## src/rtl/tecmo_dl_pkg.sv

```systemverilog
// tecmo_dl_pkg: shared types for the ROM download packer
package tecmo_dl_pkg;
  typedef enum logic {IDLE, REQ} state_t;
  typedef logic [31:0] word_t;
  typedef logic [17:0] waddr_t;
  localparam int LANE_BYTES = 4;
endpackage

```

## src/rtl/rom_download_packer_sync_fifo.sv

```systemverilog
// sync_fifo: single-clock FIFO with occupancy count; push when full is dropped unless a pop frees a slot
module sync_fifo #(
  parameter int WIDTH = 8,
  parameter int DEPTH = 4
) (
  input  logic                     clk,
  input  logic                     reset,
  input  logic                     push,
  input  logic                     pop,
  input  logic [WIDTH-1:0]         din,
  output logic [WIDTH-1:0]         dout,
  output logic [$clog2(DEPTH):0]   count,
  output logic                     full,
  output logic                     empty
);
  localparam int AW = $clog2(DEPTH);
  localparam int CW = AW + 1;
  logic [WIDTH-1:0] mem [DEPTH];
  logic [AW-1:0] wp, rp;
  logic do_push, do_pop;
  always_comb begin
    full = count == CW'(DEPTH);
    empty = count == '0;
    do_push = push & (~full | pop);
    do_pop = pop & ~empty;
    dout = mem[rp];
  end
  always_ff @(posedge clk) begin
    if (do_push) mem[wp] <= din;
  end
  always_ff @(posedge clk) begin
    if (reset) begin
      wp <= '0;
      rp <= '0;
      count <= '0;
    end else begin
      if (do_push) wp <= wp + AW'(1);
      if (do_pop) rp <= rp + AW'(1);
      count <= count + CW'(do_push) - CW'(do_pop);
    end
  end
endmodule

```

## src/rtl/rom_download_packer.sv

```systemverilog
// rom_download_packer: packs ioctl download bytes into 32-bit words and writes them to SDRAM via req/ack
module rom_download_packer
  import tecmo_dl_pkg::*;
#(
  parameter int          FIFO_DEPTH = 4,
  parameter logic [22:0] BASE_ADDR  = 23'h000000,
  parameter int          WAIT_LEVEL = 3
) (
  input  logic        clk,
  input  logic        reset,
  input  logic [19:0] ioctl_addr,
  input  logic [7:0]  ioctl_data,
  input  logic        ioctl_wr,
  input  logic        ioctl_download,
  output logic        ioctl_wait,
  output logic [22:0] sdram_addr,
  output logic [31:0] sdram_data,
  output logic        sdram_we,
  output logic        sdram_req,
  input  logic        sdram_ack,
  output logic        done,
  output logic        overflow
);
  localparam int CW = $clog2(FIFO_DEPTH) + 1;
  word_t acc_data, lane_word, merged;
  logic [LANE_BYTES-1:0] acc_mask, lane_bit;
  waddr_t acc_addr, waddr;
  logic [1:0] lane;
  logic pend, dl_q, armed, strobe, mismatch, last_lane, fall, take_new, push, pop, fire, full, empty;
  logic [49:0] push_word, head;
  logic [CW-1:0] count;
  state_t state;
  always_comb begin
    lane = ioctl_addr[1:0];
    waddr = ioctl_addr[19:2];
    strobe = ioctl_wr & ioctl_download;
    mismatch = (|acc_mask) & (waddr != acc_addr);
    last_lane = lane == 2'd3;
    fall = dl_q & ~ioctl_download;
    lane_word = word_t'(ioctl_data) << {lane, 3'b000};
    lane_bit = LANE_BYTES'(1) << lane;
    merged = (mismatch ? '0 : acc_data) | lane_word;
    take_new = strobe & ~mismatch & last_lane;
    push = (strobe & (mismatch | last_lane)) | pend | (fall & (|acc_mask));
    push_word = take_new ? {waddr, merged} : {acc_addr, acc_data};
    pop = (state == REQ) & sdram_ack & ~reset;
    fire = armed & empty & (state == IDLE) & ~pend & ~push;
  end
  // pend marks a lane-3 byte that arrived on a mismatch; its word goes out one cycle after the partial
  always_ff @(posedge clk) begin
    if (reset) begin
      acc_data <= '0;
      acc_mask <= '0;
      acc_addr <= '0;
      pend <= 1'b0;
    end else begin
      pend <= strobe & mismatch & last_lane;
      if (strobe & mismatch) begin
        acc_data <= lane_word;
        acc_mask <= lane_bit;
        acc_addr <= waddr;
      end else if (take_new | pend | fall) begin
        acc_data <= '0;
        acc_mask <= '0;
        acc_addr <= '0;
      end else if (strobe) begin
        acc_data <= merged;
        acc_mask <= acc_mask | lane_bit;
        acc_addr <= waddr;
      end
    end
  end
  always_ff @(posedge clk) begin
    if (reset) begin
      dl_q <= 1'b0;
      armed <= 1'b0;
      done <= 1'b0;
      ioctl_wait <= 1'b0;
      overflow <= 1'b0;
    end else begin
      dl_q <= ioctl_download;
      armed <= fall | (armed & ~fire & ~(ioctl_download & ~dl_q));
      done <= fire;
      ioctl_wait <= (32'(count) >= WAIT_LEVEL) | pend;
      overflow <= overflow | (push & full & ~pop);
    end
  end
  always_ff @(posedge clk) begin
    if (reset) begin
      state <= IDLE;
      sdram_addr <= '0;
      sdram_data <= '0;
      sdram_req <= 1'b0;
      sdram_we <= 1'b0;
    end else if (state == IDLE && !empty) begin
      sdram_addr <= BASE_ADDR + {5'b0, head[49:32]};
      sdram_data <= head[31:0];
      sdram_req <= 1'b1;
      sdram_we <= 1'b1;
      state <= REQ;
    end else if (state == REQ && sdram_ack) begin
      sdram_req <= 1'b0;
      sdram_we <= 1'b0;
      state <= IDLE;
    end
  end
  sync_fifo #(.WIDTH(50), .DEPTH(FIFO_DEPTH)) u_fifo (
    .clk(clk),
    .reset(reset),
    .push(push),
    .pop(pop),
    .din(push_word),
    .dout(head),
    .count(count),
    .full(full),
    .empty(empty)
  );
endmodule

```

## config.mk

```make
export PLATFORM = sky130hd
export DESIGN_NAME = rom_download_packer
export DESIGN_NICKNAME = d
export VERILOG_FILES = /design/src/rtl/tecmo_dl_pkg.sv /design/src/rtl/rom_download_packer_sync_fifo.sv /design/src/rtl/rom_download_packer.sv
export SDC_FILE = /design/constraint.sdc
export NUM_CORES = 1
export LEC_CHECK = 0
export ABC_AREA = 1
export ABC_CLOCK_PERIOD_IN_PS = 5500
export BUFFER_PORTS_ARGS = -buffer_cell sky130_fd_sc_hd__buf_4
export CORE_UTILIZATION = 25
export CTS_CLUSTER_DIAMETER = 80
export DETAILED_ROUTE_END_ITERATION = 16
export HOLD_SLACK_MARGIN = 0.02
export SLEW_MARGIN = 30
export SYNTH_ARGS = -nofsm -noshare
export SYNTH_HDL_FRONTEND = slang
export SYNTH_SLANG_ARGS = --single-unit
```

## constraint.sdc

```tcl
create_clock -name clk -period 5.5 [get_ports clk]
set_input_delay 0.825 -clock clk [delete_from_list [all_inputs] [get_ports clk]]
set_output_delay 0.825 -clock clk [all_outputs]
set_load 0.05 [all_outputs]
```

[After elaboration in Yosys (flattened, before gate mapping)]
Memory sizes are Yosys's and may differ from the RTL's. A register that Yosys moved wholly into a read port is not among the register bits.
Cells that the tools add are included.
Cells by class
  add/subtract/negate cells: 4
  $lt $le $gt $ge: 1
  equality and inequality tests: 3
  shifts and indexed selects: 2
  muxes and demuxes: 15
  bitwise gates (word level): 45
  reduce and logical (&&, ||, !) cells: 7
Operators by type and width (number)
  $mux 32: 4
  $mux 18: 3
  $mux 50: 1
  $or 32x32->32: 1
  $shl 8x5->32: 1
  $and 1x1->1: 22
  $ne 18x18->1: 1
  $mux 4: 3
  $not 1->1: 12
  $or 1x1->1: 9
  $add 2x1->2 const B: 2
  $mux 1: 4
  $or 4x4->4: 1
  $reduce_or 4->1: 1
  $shl 1x2->4 const A: 1
  $add 3x1->3: 1
  $eq 3x3->1 const B: 1
  $ge 3x2->1 const B: 1
  $logic_not 3->1: 1
  $reduce_bool 3->1: 1
  $sub 3x1->3: 1
  $eq 2x2->1 const B: 1
  $logic_and 1x1->1: 2
  $reduce_bool 2->1: 1
  $logic_not 1->1: 1
Storage, ports and cells
  bits in registers: 68
  memory bits (writable): 200
  bits of input ports: 33
  output and inout bits: 60
  logic and storage cells: 91
  memories: 1
Memory list
  u_fifo.mem: depth 4, bits a word 50, rd ports 1, clocked after Yosys merged registers in 1, wr ports 1, RTL line rom_download_packer_sync_fifo.sv:18  | logic [WIDTH-1:0] mem [DEPTH];

[Longest topological paths before layout]
Gate-level depths: netlist of run 1.
  depth in word-level cells: 12
  mapped depth: 16
  depth with buffers taken out: 16

[Hierarchy]
From an unflattened synthesis of run 1, not the netlist that was laid out.
Unflattened totals
  cells, all modules: 1334
  area total of the unflattened synthesis: 13264.0 um^2
Modules (own cells, without submodules)
  sync_fifo: times used 1, cells an instance 554, area each 8045.2 um^2, sequential area each 6185.9 um^2
  rom_download_packer: times used 1, cells an instance 780, area each 5218.8 um^2, sequential area each 2222.1 um^2

[Worst setup path after synthesis of run 1]
No wires, ideal clock.
  path type: input -> register
  from: in ioctl_addr[1]
  to: mem u_fifo.mem[0][0] (enable)
  setup time: 458 ps
  arrival time: 3739 ps
  required time: 5042 ps
  path slack: 1303 ps
  cell stages on the path: 6
  path buffers: 0
  cells stage by stage: nand2_1 > nor2_1 > nor3_1 > nand2_1 > nand2_1 > nor2_1
On the way
  word-level cells in the longest chain between the ends: 8
Ends and longest elaborated chain
  from (decl): RTL line rom_download_packer.sv:11  | input logic [19:0] ioctl_addr,
  $eq 2x2->1: RTL line rom_download_packer.sv:38  | last_lane = lane == 2'd3;
  $or 1x1->1: RTL line rom_download_packer.sv:44  | push = (strobe & (mismatch | last_lane)) | pend | (fall & (|acc_mask));
  $and 1x1->1: RTL line rom_download_packer.sv:44
  $or 1x1->1 (2 in series): RTL line rom_download_packer.sv:44
  $and 1x1->1: RTL line rom_download_packer_sync_fifo.sv:24  | do_push = push & (~full | pop);
  $mux 1: RTL line rom_download_packer_sync_fifo.sv:29  | if (do_push) mem[wp] <= din;
  $mux 1 (not written as such): RTL line rom_download_packer_sync_fifo.sv:29
  to (decl): RTL line rom_download_packer_sync_fifo.sv:18
Every way passes these cells.

[Worst setup path after layout of run 1]
  from: in ioctl_addr[1]
  to: mem u_fifo.mem[2][19] (enable)
The elaborated chain is that of the path after synthesis.

==> results of run 1 <==
[metal layers]
metal	wire, microns	GRT usage	up-vias
li1	-	-	4415
met1	15200	0.166	4327
met4	423	0.0267	0
met3	1520	0.0203	39
met2	15500	0.204	210
met5	0	0	-
[final cells by class]
cell class	instances	area, sq um
Fill cell	5215	35200
Sequential cell	318	8370
Multi-Input combinational cell	804	3860
Clock buffer	48	1010
Timing Repair Buffer	102	855
Tap cell	672	841
Inverter	61	231
Clock inverter	15	106
[tightest hold or removal path, cell delays in order (launching register included)]
cell and delay (ns):
dfxtp_1 0.31, nand2_1 0.06, a21oi_1 0.06
[cells in the final DEF, fill, tap and decap left out, drive strengths merged]
| cell type | n |
|---|---|
| a21oi | 59 |
| a31oi | 50 |
| buf | 102 |
| bufinv | 1 |
| clkbuf | 48 |
| clkinv | 12 |
| conb | 5 |
| dfxtp | 118 |
| edfxtp | 200 |
| fa | 1 |
| ha | 7 |
| inv | 63 |
| mux2 | 9 |
| nand2 | 210 |
| nand3 | 5 |
| nand4 | 13 |
| nor2 | 247 |
| nor3 | 3 |
| nor4 | 1 |
| o21a | 1 |
| o21ai | 174 |
| o21bai | 4 |
| o22ai | 4 |
| or2 | 1 |
| xor2 | 10 |
[where the power goes]
group / internal [W] / switching, W / total, W / leakage, nW
clock: 0.00133 / 0.000917 / 0.00225 / 0.562
sequential: 0.00268 / 0.0000872 / 0.00277 / 2.89
combinational: 0.000271 / 0.000736 / 0.00101 / 2.27
[stage by stage]
stage	instance area [sq um]	setup slack [ns]	hold slack, ns
6_report	15300	2.47	0.469
5_1_grt	15300	2.30	0.489
3_5_place_dp	14100	1.83	0.459
3_3_place_gp	14100	1.91	0.452
4_1_cts	15200	2.34	0.468
2_1_floorplan	12900	1.30	0.443
[cells by family (layout without fill, tap and decap cells)]
| kind of cell | Yosys count | count (layout) | share of synthesized area |
|---|---|---|---|
| compound gates | 292 | 292 | 0.123 |
| simple gates | 480 | 480 | 0.149 |
| flops | 318 | 318 | 0.650 |
| other cells | 1 | 5 | 0.000291 |
| xor+xnor | 10 | 10 | 0.00680 |
| buf+inv | 163 | 226 | 0.0547 |
| fa+ha+maj | 8 | 8 | 0.00835 |
| mux | 9 | 9 | 0.00787 |
[synth_stat cells, drive strengths merged (5+ instances only)]
cell and number:
a21oi 59, buf 21, o21ai 174, nand3 5, edfxtp 200, inv 61, ha 7, clkbuf 81
dfxtp 118, a31oi 50, nand4 13, xor2 10, mux2 9, nor2 247, nand2 210
[sequential cells by signal, summed over array words and instances (netlist names)]
name and count:
acc_addr 18, acc_data 32, acc_mask 4, armed 1
dl_q 1, done 1, ioctl_wait 1, overflow 1
pend 1, sdram_addr 18, sdram_data 32, state 1
u_fifo.count 3, u_fifo.mem 200, u_fifo.rp 2, u_fifo.wp 2
[path summary, 6_finish.rpt]
check	cells past startpoint	from	slack [ns]	endpoint
worst max register to register	10	acc_addr[13]$_SDFFE_PP0P_	2.55	u_fifo.mem[2][19]$_DFFE_PP_
worst min-delay path	2	acc_data[31]$_SDFFE_PP0P_	0.47	acc_data[31]$_SDFFE_PP0P_
worst max-delay path	8	ioctl_addr[1]	2.47	u_fifo.mem[2][19]$_DFFE_PP_
worst min register to register	2	acc_data[31]$_SDFFE_PP0P_	0.47	acc_data[31]$_SDFFE_PP0P_
==> qor.yml, run 1 <==
status: "completed"
worst_setup_path_end_kind: "register"
fin_util: 0.303
viasPerCell: 4.45
netlist_instances: 1281
fin_crit_sh: 0.551
post-route-min-period_ns: 3.03
timing.setup.tns_ns: 0
grt_max_degree: 102
worst_pin_slew_ns: 0.911
slew_headroom: 0.391
yosysWarnings: 0
rows: 82
drtPass1Iterations: 5
ys.flop_type: "edfxtp_1"
layout-drive-gt1-share: 0.152
crit_slowest_cell: "nor2_4"
cts_sinks: 318
cts_setup_buffers: 0
post_cts_resized: 0
worstHoldPathType: "register to register"
clkSlewWorstSetupHoldPaths_ns: 0.06
wl_per_cell_microns: 16.2
wirelength_microns: 32700
synth_seq_cells: 318
antenna_found_initial: 0
path_class: "input port to register"
place_hpwl_microns: 20000
core_sq_um: 50500
drc_errors: 0
overflow: 0
yosysSeqAreaShare: 0.650
worstSetupStartpointType: "input port"
synth_top_area_cell: "edfxtp_1"
max_stage_delay_ns: 0.80
synth-edff-count: 200
synthDistinctLibCells: 34
synth_top_area_frac: 0.466
hold_violations: 0
total_power_w: 0.00603
clock_latency_ns: 0.51
gp_congestion: 0.793
syn_to_final_growth_pct: 18.6
clockBufferDepth: 3
async_reset_ff_frac: 0
grtUsageTotal: 0.123
cts-root-buf: "clkbuf_16"
tritoncts: "done"
finalNonFillerCells: 2020
fin_nets: 1363
ant_nets: 0
critPathTopFamily: "simple AND/OR/NAND/NOR gates"
ioPinCount: 93
yosys-top-cells-area: "edfxtp_1, dfxtp_1, nor2_1, o21ai_0, nand2_1"
fmaxAchievable_mhz: 330
syn_area_sq_um: 12900
worstPathCellList: "buf_4 -> nand2_1 -> nor2_1 -> nor3_1 -> nand2_1 -> nand2_1 -> nor2_4 -> buf_12"
required_ns: 5.69
ir_worst_vdd_mv: 0.188
clock_skew_ns: 0.0136
via_count: 8991
cts_max_level: 2
finalSetupViolations: 0
avgSynthCellArea_sq_um: 10.1
cellPowerDensity_nw_per_um2: 395
cap_violations: 0
cts_hold_buf: 0
die_h_microns: 229
cp.arrival_ns: 3.22
rsz0062_at_grt: "false"
io_buffers: 87
finalMaxSlewViolations: 0
dp.cells: 1954
num_antenna_cells: 0
dieArea_sq_um: 52400
die_w_microns: 229
grt_pass1_wl_microns: 50300
numCtsBuffers: 35
crit_path_frequent_cell: "nand2_1"
critPathBufInv: 2
start_util: 0.255
grt_pass1_vias: 8609
cp_max_fo: 30
drt_iter0_drc: 641
p_leak_nw: 5.72
Power figures use the tool's default switching activity.
==> inputs of run 2 (changes only) <==
--- a/config.mk
+++ b/config.mk
@@ -6,7 +6,7 @@
 export NUM_CORES = 1
 export LEC_CHECK = 0
 export ABC_AREA = 1
-export ABC_CLOCK_PERIOD_IN_PS = 5500
+export ABC_CLOCK_PERIOD_IN_PS = 2600
 export BUFFER_PORTS_ARGS = -buffer_cell sky130_fd_sc_hd__buf_4
 export CORE_UTILIZATION = 25
 export CTS_CLUSTER_DIAMETER = 80
==> constraint.sdc (replaced) <==
create_clock -name clk -period 2.6 [get_ports clk]
set_input_delay 0.39 -clock clk [delete_from_list [all_inputs] [get_ports clk]]
set_output_delay 0.39 -clock clk [all_outputs]
set_load 0.05 [all_outputs]
==> qor.yml, run 2 (synthesis results as in run 1) <==
status: "completed"
cp.arrival_ns: 2.67
post-route-min-period_ns: 2.23
via_count: 8995
die_w_microns: 229
viasPerCell: 4.41
place_hpwl_microns: 20100
largest_reg_flops: 200
wl_per_cell_microns: 15.8
layout-drive-gt1-share: 0.159
antenna_found_initial: 0
regMostFlops: "u_fifo.mem"
worst_slack_ns: 0.365
path_class: "register to register"
mostFrequentLayoutCell: "nor2_1"
fmaxAchievable_mhz: 447
core_sq_um: 50500
dp.cells: 1975
ir_worst_vdd_mv: 0.409
ant_nets: 0
fin_crit_sh: 0.860
worstSetupStartpointType: "register"
dieArea_sq_um: 52400
critPathBufInv: 3
rows: 82
die_h_microns: 229
critPathTopFamily: "simple AND/OR/NAND/NOR gates"
grtUsageTotal: 0.122
drt_iter0_drc: 595
cellPowerDensity_nw_per_um2: 829
grt_pass1_vias: 8595
cts_sinks: 318
finalMaxSlewViolations: 0
fill_cells: 5138
rsz0062_at_grt: "false"
worstHoldPathType: "input port to register"
total_power_w: 0.0128
clkSlewWorstSetupHoldPaths_ns: 0.06
worst_pin_slew_ns: 0.826
ioPinCount: 93
gp_congestion: 0.788
hold_violations: 0
post_cts_resized: 0
crit_path_frequent_cell: "nand2_1"
grt_pass1_wl_microns: 50000
overflow: 0
cap_violations: 0
worst_setup_path_end_kind: "register"
timing.setup.tns_ns: 0
grt_max_degree: 102
top_regs: "u_fifo.mem: 200 flops, acc_data: 32 flops, sdram_data: 32 flops"
fin_nets: 1382
cts_setup_buffers: 0
drtPass1Iterations: 5
start_util: 0.255
worstPathCellList: "inv_1 -> nand2_1 -> nand2_1 -> nor2_1 -> nand3_1 -> nor2_1 -> nand2_2 -> nand3_2 -> nand2_1 -> nand2_1 -> inv_1 -> ha_1 -> inv_1 -> fa_1 -> nor2_1"
layout_common_cells: "nor2_1, edfxtp_1, nand2_1, o21ai_0, dfxtp_1"
drc_errors: 0
slew_headroom: 0.450
syn_to_final_growth_pct: 20.1
dp_slack_ns: 0.173
required_ns: 3.03
finalNonFillerCells: 2040
finalSetupViolations: 0
p_leak_nw: 5.81
cts_max_level: 2
cp_max_fo: 4
numCtsBuffers: 36
clock_skew_ns: 0.0169
cts-root-buf: "clkbuf_16"
wirelength_microns: 32300
cts_hold_buf: 0
clock_latency_ns: 0.51
tritoncts: "done"
num_antenna_cells: 0
crit_slowest_cell: "fa_1"
clockBufferDepth: 3
max_stage_delay_ns: 0.42
io_buffers: 87
==> run 2: cell types whose count changed in the layout (fill, tap and decap cells not counted), moves of 2 or more <==
cell / change
buf_12: +7
buf_16: -2
buf_4: +15
clkbuf_1: +3
clkinv_1: +3
clkinv_2: -5
inv_4: -2
==> run 2: final timing paths <==
path / start / to / slack [ns] / depth (start not counted)
max reg2reg: acc_addr[16]$_SDFFE_PP0P_ / u_fifo.count[1]$_SDFF_PP0_ / 0.37 / 15
min reg2reg: acc_data[31]$_SDFFE_PP0P_ / acc_data[31]$_SDFFE_PP0P_ / 0.47 / 2
min: ioctl_addr[19] / acc_addr[17]$_SDFFE_PP0P_ / 0.16 / 3
max: acc_addr[16]$_SDFFE_PP0P_ / u_fifo.count[1]$_SDFF_PP0_ / 0.37 / 15
==> run 2: worst register-to-register path, stage by stage (launching register included) <==
cell and delay (ns):
dfxtp_1 0.37, inv_1 0.05, nand2_1 0.05, nand2_1 0.05, nor2_1 0.12, nand3_1 0.08, nor2_1 0.21, nand2_2 0.13
nand3_2 0.09, nand2_1 0.07, nand2_1 0.09, inv_1 0.07, ha_1 0.19, inv_1 0.07, fa_1 0.42, nor2_1 0.10
==> run 2: power by group <==
group	switching [W]	internal, W
logic	0.00153	0.000593
registers	0.000197	0.00568
clock network	0.00196	0.00287
total	0.00368	0.00914
==> run 2: through the flow <==
| stage | hold WS, ns | util | instance area, sq um |
|---|---|---|---|
| finish | 0.155 | 0.306 | 15500 |
| global route | 0.155 | 0.306 | 15500 |
| CTS | 0.137 | 0.306 | 15500 |
| detailed placement | 0.464 | 0.284 | 14300 |
| global placement | 0.453 | 0.284 | 14300 |
| floorplan | 0.443 | - | 12900 |
==> run 2: final cells by class <==
type / count / area (sq um) / area share
repair buffers: 120 / 1030 / 0.0664
clock inverters: 14 / 108 / 0.00696
clock buffers: 51 / 1030 / 0.0666
well taps: 672 / 841 / 0.0544
inverters: 61 / 229 / 0.0148
multi-input cells: 804 / 3860 / 0.250
flip-flops and latches: 318 / 8370 / 0.541
==> run 2: layer usage <==
metal | up-vias | GRT usage | part of all wire
met5 | - | 0 | 0
met4 | 0 | 0.0298 | 0.016
met3 | 35 | 0.0175 | 0.050
met2 | 239 | 0.206 | 0.48
met1 | 4268 | 0.163 | 0.45
li1 | 4453 | - | -
==> inputs of run 3 (changes only) <==
--- a/config.mk
+++ b/config.mk
@@ -7,7 +7,7 @@
 export LEC_CHECK = 0
 export ABC_AREA = 1
 export ABC_CLOCK_PERIOD_IN_PS = 2600
-export BUFFER_PORTS_ARGS = -buffer_cell sky130_fd_sc_hd__buf_4
+export BUFFER_PORTS_ARGS = -buffer_cell sky130_fd_sc_hd__buf_2
 export CORE_UTILIZATION = 25
 export CTS_CLUSTER_DIAMETER = 80
 export DETAILED_ROUTE_END_ITERATION = 16
==> qor.yml, run 3 (synthesis results as in run 1) <==
dp_slack_ns: 0.180
rsz0062_at_grt: "false"
fin_area_sq_um: 15200
ir_worst_vdd_mv: 0.386
tritoncts: "done"
mostFrequentLayoutCell: "nor2_1"
cp_max_fo: 4
cts_setup_buffers: 0
regMostFlops: "u_fifo.mem"
grtUsageTotal: 0.122
crit_slowest_cell: "fa_1"
layout_common_cells: "nor2_1, edfxtp_1, nand2_1, o21ai_0, dfxtp_1"
ioPinCount: 93
worst_setup_path_end_kind: "register"
io_buffers: 87
clkSlewWorstSetupHoldPaths_ns: 0.06
fmaxAchievable_mhz: 439
drt_iter0_drc: 558
gp_congestion: 0.781
hold_violations: 0
grt_pass1_wl_microns: 50100
wl_per_cell_microns: 15.7
layout-drive-gt1-share: 0.158
cts_max_level: 2
drc_errors: 0
numCtsBuffers: 35
grt_max_degree: 66
post_cts_resized: 0
die_w_microns: 229
status: "completed"
cap_violations: 0
via_count: 9035
cp.arrival_ns: 2.70
clock_skew_ns: 0.0171
place_hpwl_microns: 19900
worst-r2r-setup-slack_ns: 0.32
cts-root-buf: "clkbuf_16"
finalSetupViolations: 0
slew_headroom: 0.452
worstHoldPathType: "input port to register"
grt_pass1_vias: 8785
dieArea_sq_um: 52400
post-route-min-period_ns: 2.28
crit_path_frequent_cell: "nand2_1"
wirelength_microns: 32000
antenna_found_initial: 4
clockBufferDepth: 3
worstPathCellList: "inv_1 -> nand2_1 -> nand2_1 -> nor2_1 -> nand2_1 -> nor2_1 -> nand2_2 -> nand3_2 -> nand2_1 -> nand2_1 -> inv_1 -> ha_1 -> inv_1 -> fa_1 -> nor2_1"
fin_crit_sh: 0.877
die_h_microns: 229
finalNonFillerCells: 2040
path_class: "register to register"
hold-path-endpoint: "acc_addr[10]$_SDFFE_PP0P_"
syn_to_final_growth_pct: 18.3
worst_pin_slew_ns: 0.822
hold_start: "ioctl_addr[12]"
ff2ff_path_depth: 15
hold_depth: 3
rows: 82
worstSetupStartpointType: "register"
cts_hold_buf: 0
cts_sinks: 318
clock_latency_ns: 0.51
required_ns: 3.03
place_area_sq_um: 14100
cellPowerDensity_nw_per_um2: 827
dp.cells: 1977
finalMaxSlewViolations: 0
r2r-end: "u_fifo.count[1]$_SDFF_PP0_"
viasPerCell: 4.43
fin_nets: 1383
r2r-start: "acc_addr[15]$_SDFFE_PP0P_"
overflow: 0
top_regs: "u_fifo.mem: 200 flops, acc_data: 32 flops, sdram_data: 32 flops"
start_util: 0.255
hold_slack_ns: 0.153
p_leak_nw: 5.76
drtPass1Iterations: 5
largest_reg_flops: 200
ant_nets: 0
core_sq_um: 50500
worst_slack_ns: 0.321
max_stage_delay_ns: 0.41
[run 3: cell count changes in the layout (fill, tap and decap cells not counted), moves of 2 or more]
cell      delta
buf_2       +87
buf_4       -86
clkinv_2     -2
clkbuf_8     -3
[run 3: critical path: cells and delay by family, from the launching register on]
family        cells  cell delay [ns]
fa+ha+maj         2             0.60
buf+inv           3             0.20
simple gates     10             1.04
flops             1             0.37
[run 3: per-layer routing]
| metal | part of all wire | GRT usage | up-vias |
|---|---|---|---|
| li1 | - | - | 4458 |
| met1 | 0.45 | 0.162 | 4314 |
| met2 | 0.48 | 0.205 | 214 |
| met3 | 0.045 | 0.0182 | 47 |
| met4 | 0.021 | 0.0344 | 2 |
| met5 | 0.00041 | 0 | - |
[run 3: area by class of cell]
cell class,count,area [sq um]
antenna,1,2.50
clock buffer,48,967
clock inverter,14,128
fill,5218,35200
inverter,61,229
multi-input combinational,804,3860
sequential,318,8370
tap,672,841
timing repair buffer,122,836
[run 3: through the flow]
| step | total power [W] | utilization | setup TNS [ns] |
|---|---|---|---|
| 2_1_floorplan | 0.00737 | - | -74.93 |
| 3_3_place_gp | 0.00799 | 0.280 | 0 |
| 3_5_place_dp | 0.00801 | 0.280 | 0 |
| 4_1_cts | 0.0127 | 0.302 | 0 |
| 5_1_grt | 0.0131 | 0.302 | 0 |
| 6_report | 0.0126 | 0.302 | 0 |
[run 3: power by group]
| part | internal [W] | switching, W |
|---|---|---|
| logic | 0.000462 | 0.00154 |
| registers | 0.00568 | 0.000182 |
| clock network | 0.00281 | 0.00192 |
| total | 0.00895 | 0.00364 |
[run 3: worst max-delay path by stage]
stage / endpoint / from / cells past startpoint / slack [ns]
after global routing: u_fifo.count[1]$_SDFF_PP0_ / acc_addr[16]$_SDFFE_PP0P_ / 15 / 0.08
after global placement: u_fifo.count[1]$_SDFF_PP0_ / ioctl_addr[16] / 14 / 0.18
final: u_fifo.count[1]$_SDFF_PP0_ / acc_addr[15]$_SDFFE_PP0P_ / 15 / 0.32
after floorplan: u_fifo.mem[0][0]$_DFFE_PP_ / ioctl_addr[1] / 6 / -0.37
after CTS: u_fifo.count[1]$_SDFF_PP0_ / acc_addr[15]$_SDFFE_PP0P_ / 15 / 0.30
after detailed placement: u_fifo.count[1]$_SDFF_PP0_ / ioctl_addr[16] / 14 / 0.18
